File: src/rtl/wb_mem_arbiter.sv
// Round-robin two-master Wishbone classic arbiter sharing one memory bus.
// Optional ack watchdog is compiled in with `define WB_ARB_TIMEOUT_EN.
module wb_mem_arbiter #(
  parameter int unsigned           ADDR_WIDTH     = 32,
  parameter int unsigned           DATA_WIDTH     = 32,
  parameter int unsigned           TIMEOUT_CYCLES = 1024,
  parameter logic [DATA_WIDTH-1:0] TIMEOUT_DATA   = 32'hDEAD_BEEF
) (
  input  logic                  sys_clk,
  input  logic                  rst_n,
  input  logic                  ins_cyc_i,
  input  logic                  ins_stb_i,
  input  logic                  ins_we_i,
  input  logic [ADDR_WIDTH-1:0] ins_addr_i,
  input  logic [DATA_WIDTH-1:0] ins_data_i,
  output logic [DATA_WIDTH-1:0] ins_data_o,
  output logic                  ins_ack_o,
  input  logic                  dat_cyc_i,
  input  logic                  dat_stb_i,
  input  logic                  dat_we_i,
  input  logic [ADDR_WIDTH-1:0] dat_addr_i,
  input  logic [DATA_WIDTH-1:0] dat_data_i,
  output logic [DATA_WIDTH-1:0] dat_data_o,
  output logic                  dat_ack_o,
  output logic                  mem_cyc_o,
  output logic                  mem_stb_o,
  output logic                  mem_we_o,
  output logic [ADDR_WIDTH-1:0] mem_addr_o,
  output logic [DATA_WIDTH-1:0] mem_data_o,
  input  logic [DATA_WIDTH-1:0] mem_data_i,
  input  logic                  mem_ack_i,
  output logic                  timeout_o
);

  typedef enum logic [1:0] {
    IDLE      = 2'd0,
    GRANT_INS = 2'd1,
    GRANT_DAT = 2'd2
  } state_t;

  state_t state_q, state_d;
  logic   last_dat_q, last_dat_d;  // 1: data master was granted most recently
  logic   ins_req, dat_req;
  logic   tmo_fire;
  logic   eff_ack;

  assign ins_req = ins_cyc_i & ins_stb_i;
  assign dat_req = dat_cyc_i & dat_stb_i;
  assign eff_ack = mem_ack_i | tmo_fire;

`ifdef WB_ARB_TIMEOUT_EN
  localparam int unsigned CW = (TIMEOUT_CYCLES > 2) ? $clog2(TIMEOUT_CYCLES) : 1;
  localparam logic [CW-1:0] WD_LAST = CW'(TIMEOUT_CYCLES - 1);

  logic [CW-1:0] wd_q, wd_d;
  logic          timeout_q, timeout_d;
  logic          granted_cyc;

  // Counter runs only while the same grant persists; any exit or switch clears it.
  always_comb begin
    granted_cyc = 1'b0;
    if (state_q == GRANT_INS) granted_cyc = ins_cyc_i;
    if (state_q == GRANT_DAT) granted_cyc = dat_cyc_i;
    tmo_fire  = granted_cyc & ~mem_ack_i & (wd_q == WD_LAST);
    wd_d      = (granted_cyc & ~eff_ack) ? wd_q + 1'b1 : '0;
    timeout_d = timeout_q | tmo_fire;
  end

  always_ff @(posedge sys_clk or negedge rst_n) begin
    if (!rst_n) begin
      wd_q      <= '0;
      timeout_q <= 1'b0;
    end else begin
      wd_q      <= wd_d;
      timeout_q <= timeout_d;
    end
  end

  assign timeout_o = timeout_q;
`else
  logic unused_cfg;
  assign unused_cfg = ^{TIMEOUT_DATA, TIMEOUT_CYCLES};
  assign tmo_fire   = 1'b0;
  assign timeout_o  = 1'b0;
`endif

  always_comb begin
    state_d    = state_q;
    last_dat_d = last_dat_q;
    mem_cyc_o  = 1'b0;
    mem_stb_o  = 1'b0;
    mem_we_o   = 1'b0;
    mem_addr_o = '0;
    mem_data_o = '0;
    ins_ack_o  = 1'b0;
    dat_ack_o  = 1'b0;
    // Read data is a plain pass-through, masked so outputs read 0 in reset.
    ins_data_o = rst_n ? mem_data_i : '0;
    dat_data_o = rst_n ? mem_data_i : '0;

    case (state_q)
      IDLE: begin
        if (ins_req && dat_req) state_d = last_dat_q ? GRANT_INS : GRANT_DAT;
        else if (ins_req)       state_d = GRANT_INS;
        else if (dat_req)       state_d = GRANT_DAT;
      end
      GRANT_INS: begin
        mem_cyc_o  = ins_cyc_i & ~tmo_fire;
        mem_stb_o  = ins_stb_i & ~tmo_fire;
        mem_we_o   = ins_we_i;
        mem_addr_o = ins_addr_i;
        mem_data_o = ins_data_i;
        ins_ack_o  = eff_ack;
        if (tmo_fire) ins_data_o = TIMEOUT_DATA;
        if (eff_ack) begin
          last_dat_d = 1'b0;
          state_d    = dat_req ? GRANT_DAT : IDLE;
        end else if (!ins_cyc_i) begin
          state_d = IDLE;
        end
      end
      GRANT_DAT: begin
        mem_cyc_o  = dat_cyc_i & ~tmo_fire;
        mem_stb_o  = dat_stb_i & ~tmo_fire;
        mem_we_o   = dat_we_i;
        mem_addr_o = dat_addr_i;
        mem_data_o = dat_data_i;
        dat_ack_o  = eff_ack;
        if (tmo_fire) dat_data_o = TIMEOUT_DATA;
        if (eff_ack) begin
          last_dat_d = 1'b1;
          state_d    = ins_req ? GRANT_INS : IDLE;
        end else if (!dat_cyc_i) begin
          state_d = IDLE;
        end
      end
      default: state_d = IDLE;
    endcase
  end

  always_ff @(posedge sys_clk or negedge rst_n) begin
    if (!rst_n) begin
      state_q    <= IDLE;
      last_dat_q <= 1'b1;
    end else begin
      state_q    <= state_d;
      last_dat_q <= last_dat_d;
    end
  end

endmodule

File: config.mk
export PLATFORM = sky130hd
export DESIGN_NAME = wb_mem_arbiter
export DESIGN_NICKNAME = d
export VERILOG_FILES = /design/src/rtl/wb_mem_arbiter.sv
export SDC_FILE = /design/constraint.sdc
export NUM_CORES = 1
export LEC_CHECK = 0
export ABC_CLOCK_PERIOD_IN_PS = 2600
export CAP_MARGIN = 25
export CORE_AREA = 2 2 118 120
export CTS_CLUSTER_SIZE = 10
export DETAILED_ROUTE_END_ITERATION = 10
export DIE_AREA = 0 0 120 122
export GPL_TIMING_DRIVEN = 0
export PLACE_DENSITY = 0.61
export REMOVE_ABC_BUFFERS = 1
export SYNTH_ARGS = -nofsm -noshare
export SYNTH_HDL_FRONTEND = slang
export SYNTH_SLANG_ARGS = --single-unit
File: constraint.sdc
create_clock -name sys_clk -period 2.6 [get_ports sys_clk]
set_input_delay 0.26 -clock sys_clk [delete_from_list [all_inputs] [get_ports sys_clk]]
set_output_delay 0.26 -clock sys_clk [all_outputs]
set_load 0.1 [all_outputs]
==> results of run 1 <==
==> stage by stage <==
step                      TNS, ns  hold WS [ns]
after floorplan            -70.94       -0.0356
after global placement    -144.87         0.513
after CTS                       0         0.517
final                           0         0.160
after detailed placement   -53.79         0.513
after global routing            0         0.252
==> logic make-up after synthesis <==
group                    Yosys count  synth area share (%)
buffers and inverters             62                  22.0
other                              1                 0.213
adder cells (fa/ha/maj)            4                  2.84
flip-flops                         3                  4.34
AND/OR/NAND/NOR                  105                  36.9
AO/OA/AOI/OAI                     75                  33.7
==> area by class of cell <==
type | instances | area (um^2)
multi-input cells | 185 | 1330
flip-flops and latches | 3 | 76.3
well taps | 180 | 225
repair buffers | 310 | 3270
clock buffers | 4 | 78.8
inverters | 3 | 11.3
fillers | 1380 | 8510
==> cell usage in the layout (no fill, tap or decap), types with 2 or more instances in the layout <==
cell type / n
sky130_fd_sc_hd__a21oi_1: 2
sky130_fd_sc_hd__a22oi_1: 67
sky130_fd_sc_hd__and2_1: 33
sky130_fd_sc_hd__buf_12: 4
sky130_fd_sc_hd__buf_16: 3
sky130_fd_sc_hd__buf_4: 2
sky130_fd_sc_hd__buf_6: 2
sky130_fd_sc_hd__clkbuf_16: 3
sky130_fd_sc_hd__clkbuf_2: 14
sky130_fd_sc_hd__clkdlybuf4s15_2: 116
sky130_fd_sc_hd__clkdlybuf4s50_1: 167
sky130_fd_sc_hd__dfrtp_1: 2
sky130_fd_sc_hd__ha_4: 3
sky130_fd_sc_hd__inv_1: 2
sky130_fd_sc_hd__nand2_1: 3
sky130_fd_sc_hd__nor2b_1: 67
==> path summary, 6_finish.rpt <==
check / startpoint / end / slack, ns / cells after the start
worst max-delay path: state_q[1] / ins_ack_o / 0.11 / 6
worst min-delay path: rst_n / state_q[0] / 0.16 / 1
worst max register to register: state_q[0] / state_q[0] / 0.94 / 6
worst min register to register: last_dat_q / last_dat_q / 0.51 / 1
max in group asynchronous: rst_n / state_q[1] / 1.90 / 1
min in group sys_clk: last_dat_q / last_dat_q / 0.51 / 1
==> routing by layer <==
layer  part of all wire, %  up-vias
li1                      -     1351
met1                    36     1296
met2                    53      190
met3                    10        4
met4                  0.63        0
met5                     0        -
==> what timing repair did <==
item	CTS	global route
setup endpoints to repair	133	65
pin swaps	3	0
gates cloned	0	0
gates resized for setup	369	27
buffers inserted	6	0
==> state kept, by name (all words and copies together), names as in the netlist <==
| signal | count |
|---|---|
| last_dat_q | 1 |
| state_q | 2 |
==> power by group through the flow <==
| stage | Clock, W | Sequential [W] | Combinational, W |
|---|---|---|---|
| floorplan | 0 | 0.0000848 | 0.00324 |
| global placement | 0 | 0.0000869 | 0.00439 |
| detailed placement | 0 | 0.0000880 | 0.00455 |
| CTS | 0.000249 | 0.0000936 | 0.00463 |
| global route | 0.000258 | 0.0000955 | 0.00478 |
| finish | 0.000244 | 0.0000936 | 0.00458 |
==> reports/results.md, run 1 <==
| Result | Reported | Unit |
|:---|:---|:---|
| Vias in the first global route | 2925 | - |
| Die ar. | 14600 | um^2 |
| CP Data Arrival Time | 2.23 | ns |
| Average wire per standard cell | 15.3 | um |
| Net Sw Power | 0.00329 | W |
| Worst hold path class | primary input to async pin | - |
| Detail Placement HPWL | 8090 | um |
| Insertion delay of the later-clocked pin in the worst-skew pair | 0.22 | ns |
| First-pass GRT wire length | 15100 | um |
| Die Wd | 120 | um |
| Clk pwr share | 5.0 | % |
| Largest net degree at the start of global routing | 42 | - |
| Min Tclk post-route | 2.49 | ns |
| Post-place instance area | 4750 | um^2 |
| Most area-consuming cells after synthesis | sky130_fd_sc_hd__a22oi_1 (29%), sky130_fd_sc_hd__nor2b_1 (24%), sky130_fd_sc_hd__buf_4 (14%) | - |
| Worst slack, placed | -0.600 | ns |
| Proportion of total power due to net switching | 67.0 | % |
| Combinational power share | 93.1 | % |
| Worst setup skew after layout | 0.000579 | ns |
| Drt via density | 4.15 | - |
| Post-placement cell count | 677 | - |
| Master cell of the clock root buffer | sky130_fd_sc_hd__clkbuf_16 | - |
| Routability congestion estimate from global placement | 0.700 | - |
| Final-stage net count | 679 | - |
| Sequential-to-total area share from yosys stat | 4.34 | % |
| Endpoint kind of the worst setup timing path | output port | - |
| Status | finished clean | - |
| Setup Crit Path Kind | flop to output port | - |
| Number of standard cells in the final layout excluding fillers | 685 | - |
| Vias | 2841 | - |
| TritonCTS Sinks | 3 | - |
| Worst voltage drop across the vdd grid | 0.404 | mV |
| Slowest cell on crit path | sky130_fd_sc_hd__dlygate4sd2_1 | - |
| Gr busiest metal | met2 | - |
| Slew Viols, Final | 0 | - |
| Gr ovfl total | 0 | - |
| All-Layer GR Usage | 12.8 | % |
| Die height | 122 | um |
| Post-synthesis register bit count | 3 | - |
| Number of warnings issued by yosys | 0 | - |
| Worst setup margin | 0.108 | ns |
| Final Cycle Share | 95.8 | % |
| Sequential share of power | 1.9 | % |
| Cell area after synthesis | 1760 | um^2 |
| Hold Fails Final Rpt | 0 | - |
| CP top delay family | buffers and inverters | - |
| Worst path buffer plus inverter count | 4 | - |
| Count of flip-flops with a built-in enable after synthesis | 0 | - |
| Antenna diode count | 0 | - |
| Data required time at the worst endpoint | 2.34 | ns |
| Largest incremental delay on the critical path | 0.86 | ns |
| Number of hold buffers added after cts | 0 | - |
| Largest driver fanout on the critical path | 41 | - |
| Drt first-iter violations | 81 | - |
| Total leakage power | 1.75 | nW |
| Area fraction of the dominant cell type after synthesis | 28.6 | % |
| Max clock buf depth | 2 | - |
| Pre-Repair DR Iteration Count | 4 | - |
| Area added between synthesis and finish | 184 | % |
| Netlist cell types | 22 | - |
| Commonest cells in the netlist | sky130_fd_sc_hd__a22oi_1 (67), sky130_fd_sc_hd__nor2b_1 (67), sky130_fd_sc_hd__buf_4 (34) | - |
| Port Buffer Count | 301 | - |
| Final Total Pwr | 0.00492 | W |
| Core Rows | 43 | - |
| Area inside the core boundary | 13500 | um^2 |
| CTS H-tree depth | 1 | - |
| Most used flip-flop cell after synthesis | sky130_fd_sc_hd__dfrtp_1 | - |
| Number of setup violations in the final report | 0 | - |
| Total CTS buffers | 3 | - |
| Layout cells sized above 1 | 30.3 | % |
| Initial Utilization | 13.0 | % |
| Crit start category | flop | - |
| Clk pin slew, worst setup/hold paths | 0.03 | ns |
| Sequence of cells on the critical path | inv_2 > ha_4 > buf_12 > nand2_1 > inv_1 > dlygate4sd2_1 | - |
| Number of top-level design ports | 303 | - |
| Non-Filler Cell Area, Final | 4990 | um^2 |
| Average footprint of a synthesized cell | 7.04 | um^2 |
| Maximum clock rate | 0.401 | GHz |
| Remaining antenna violation count | 0 | - |
| Met2 Use GR | 25.4 | % |
| Yosys top cell by area | sky130_fd_sc_hd__a22oi_1 | - |
| Met3 capacity usage during global routing | 3.00 | % |
| Max-slew headroom at the worst pin | 35.9 | % |
| Post-Route WL | 10500 | um |
| RSZ-0062 raised after global routing | false | - |
| Worst-Margin Slew | 0.965 | ns |
| Antenna violations before repair | 0 | - |
| Async set-or-reset flop fraction in the synthesized netlist | 100 | % |
| Cell Int Power | 0.00162 | W |
| Synthesized instance count | 250 | - |
| Post-route DRC | 0 | - |
| Met1 usage | 13.8 | % |
| Total power per unit cell area | 984 | nW/um^2 |
| Post-Route Utilization | 37.0 | % |
| TritonCTS clock tree | yes | - |
| Number of maximum-capacitance violations | 0 | - |
(Power assumes the default switching activity.)
==> run 2, diff against run 1 <==
Settings changed: ABC_CLOCK_PERIOD_IN_PS 2600 to 3150.
Clock period 2.6 ns to 3.15 ns, I/O delays scaled along.
==> run 2 against run 1 <==
  * Combinational power decreased by 19%
  * Global-route usage is 0.92 points lower
  * Clock power fell by 17%
  * Power shrank 19%
  * Design area is 2.8% lower
  * Clock skew about the same
  * Setup slack got worse by 0.012 ns
  * Sequential share of layout area hardly changed
  * Utilization decreased by 1.0 points
  * Worst hold slack better by 0.055 ns
  * Critical path depth unchanged
==> reports/results.md, run 2 (synthesis results as in run 1) <==
| Result | Reported | Unit | Change |
|:---|:---|:---|:---|
| Die Wd | 120 | um | unchanged |
| CP Data Arrival Time | 2.74 | ns | +0.51 ns |
| Number of cells on the worst reg-to-reg path | 6 | - | unchanged |
| Post-route DRC | 0 | - | unchanged |
| Worst-Margin Slew | 1.01 | ns | +0.0470 ns |
| Vias | 2815 | - | -0.92% |
| Final-stage net count | 677 | - | -0.29% |
| Hold Worst Slack | 0.216 | ns | +0.0555 ns |
| Data required time at the worst endpoint | 2.83 | ns | +0.49 ns |
| Antenna diode count | 0 | - | unchanged |
| Hold Fails Final Rpt | 0 | - | unchanged |
| Worst setup skew after layout | 0.000812 | ns | +0.000233 ns |
| Total leakage power | 2.05 | nW | +17% |
| Number of flip-flops under the largest register name | 2 | - | unchanged |
| Largest driver fanout on the critical path | 15 | - | -63% |
| Number of hold buffers added after cts | 0 | - | unchanged |
| Die height | 122 | um | unchanged |
| First-pass GRT wire length | 14200 | um | -6.0% |
| Antenna violations before repair | 0 | - | unchanged |
| Port Buffer Count | 301 | - | unchanged |
| Post-Route WL | 10200 | um | -2.4% |
| Initial Utilization | 13.0 | % | unchanged |
| Total power per unit cell area | 822 | nW/um^2 | -17% |
| Final Total Pwr | 0.00399 | W | -19% |
| Max clock buf depth | 2 | - | unchanged |
| Largest registers | state_q: 2 flops, last_dat_q: 1 flops | - |  |
| Routability congestion estimate from global placement | 0.700 | - | unchanged |
| Number of setup violations in the final report | 0 | - | unchanged |
| TritonCTS clock tree | yes | - |  |
| All-Layer GR Usage | 11.9 | % | -0.92 points |
| Endpoint kind of the worst setup timing path | output port | - |  |
| TritonCTS Sinks | 3 | - | unchanged |
| Remaining antenna violation count | 0 | - | unchanged |
| Gr ovfl total | 0 | - | unchanged |
| Total CTS buffers | 3 | - | unchanged |
| Final Cycle Share | 96.9 | % |  |
| Post-placement cell count | 677 | - | unchanged |
| Worst setup margin | 0.0968 | ns | -0.0115 ns |
| Die ar. | 14600 | um^2 | unchanged |
| Largest net degree at the start of global routing | 42 | - | unchanged |
| Number of top-level design ports | 303 | - | unchanged |
| Min Tclk post-route | 3.05 | ns |  |
| Crit start category | flop | - |  |
| Final-layout setup total negative slack | 0 | ns | unchanged |
| Maximum clock rate | 0.328 | GHz |  |
| Worst hold path class | primary input to async pin | - |  |
| Insertion delay of the later-clocked pin in the worst-skew pair | 0.22 | ns | about the same |
| Status | finished clean | - |  |
| RSZ-0062 raised after global routing | false | - |  |
| Sequence of cells on the critical path | inv_1 > ha_4 > buf_6 > a22oi_1 > nor2b_1 > clkdlybuf4s50_1 | - |  |
| Master cell of the clock root buffer | sky130_fd_sc_hd__clkbuf_16 | - |  |
| Vias in the first global route | 2825 | - | -3.4% |
| Number of maximum-capacitance violations | 0 | - | unchanged |
| Area added between synthesis and finish | 176 | % |  |
| Drt first-iter violations | 83 | - | +2.5% |
| Layout cells sized above 1 | 3.78 | % | -27 points |
| Detail Placement HPWL | 8090 | um | unchanged |
| Commonest non-fill, non-tap cell in the layout | sky130_fd_sc_hd__clkdlybuf4s50_1 | - |  |
| Slowest cell on crit path | sky130_fd_sc_hd__clkdlybuf4s50_1 | - |  |
| Number of standard cells in the final layout excluding fillers | 683 | - | -0.29% |
| Commonest cells after routing, fill and taps aside | sky130_fd_sc_hd__clkdlybuf4s50_1 (241), sky130_fd_sc_hd__a22oi_1 (67), sky130_fd_sc_hd__nor2b_1 (67) | - |  |
| Slew Viols, Final | 0 | - | unchanged |
| Worst voltage drop across the vdd grid | 0.326 | mV | -19% |
| Area inside the core boundary | 13500 | um^2 | unchanged |
| Average wire per standard cell | 15.0 | um | -2.1% |
| Drt via density | 4.12 | - | -0.63% |
| CTS H-tree depth | 1 | - | unchanged |
| Largest incremental delay on the critical path | 1.14 | ns | +0.28 ns |
| Clk pin slew, worst setup/hold paths | 0.03 | ns | about the same |
| Setup Crit Path Kind | flop to output port | - |  |
| Worst slack, placed | -0.105 | ns | +0.495 ns |
| Top reg by flops | state_q | - |  |
| Max-slew headroom at the worst pin | 32.3 | % | -3.6 points |
| Pre-Repair DR Iteration Count | 4 | - | unchanged |
| Core Rows | 43 | - | unchanged |
-- run 2: cell types whose count changed in the layout (fill, tap and decap cells not counted), sizes merged --
| cell | change |
|---|---|
| dlygate4sd2 | +46 |
| clkdlybuf4s15 | -115 |
| dlymetal6s2s | +11 |
| clkdlybuf4s50 | +74 |
| clkbuf | -14 |
| buf | -4 |
-- run 2: layout make-up --
cell class                      instances  area (um^2)
Tap cell                              180          225
Sequential cell                         3         76.3
Multi-Input combinational cell        185         1330
Clock buffer                            4         78.8
Inverter                                3         11.3
Timing Repair Buffer                  308         3130
Fill cell                            1398         8650
-- run 2: layer usage --
layer | vias to the layer above | wire (um) | part of all wire [%] | track usage [%]
li1 | 1348 | - | - | -
met1 | 1276 | 3790 | 37 | 13.1
met2 | 189 | 5300 | 52 | 23.3
met3 | 2 | 1100 | 11 | 2.81
met4 | 0 | 29 | 0.28 | 1.84
met5 | - | 0 | 0 | 0
-- run 2: report_power, final --
group | switching (W) | internal (W) | total (W)
Sequential | 0.0000163 | 0.0000602 | 0.0000765
Combinational | 0.00263 | 0.00109 | 0.00371
Clock | 0.0000346 | 0.000167 | 0.000202
-- run 2: timing repair --
item / CTS / global route
endpoints found under the hold margin: 0 / 0
endpoints found under the setup margin: 61 / 101
resized for setup: 52 / 13
pin swaps: 0 / 2
buffers inserted: 0 / 2
-- run 2: critical path, delay by kind of cell, from the launching register on --
| family | cells | cell delay [ns] |
|---|---|---|
| and+or+nand+nor | 1 | 0.12 |
| adders and majority gates | 1 | 0.32 |
| DFF | 1 | 0.41 |
| buffers and inverters | 3 | 1.57 |
| AOI/OAI and AO/OA | 1 | 0.09 |
-- run 2: metrics by stage --
| step | util, % | cell area [um^2] |
|---|---|---|
| after CTS | 35.5 | 4790 |
| after detailed placement | 35.2 | 4750 |
| after global placement | 34.2 | 4620 |
| after global routing | 36.0 | 4860 |
| final | 36.0 | 4860 |
| after floorplan | - | 1380 |
-- run 2: worst paths after layout --
| path | start | to | slack (ns) |
|---|---|---|---|
| setup / recovery | state_q[1] | mem_addr_o[18] | 0.1 |
| hold reg to reg | last_dat_q | last_dat_q | 0.51 |
| min in group sys_clk | last_dat_q | last_dat_q | 0.51 |
| setup reg to reg | state_q[0] | state_q[0] | 1.33 |
| hold / removal | rst_n | state_q[0] | 0.22 |
| max in group asynchronous | rst_n | state_q[1] | 2.39 |
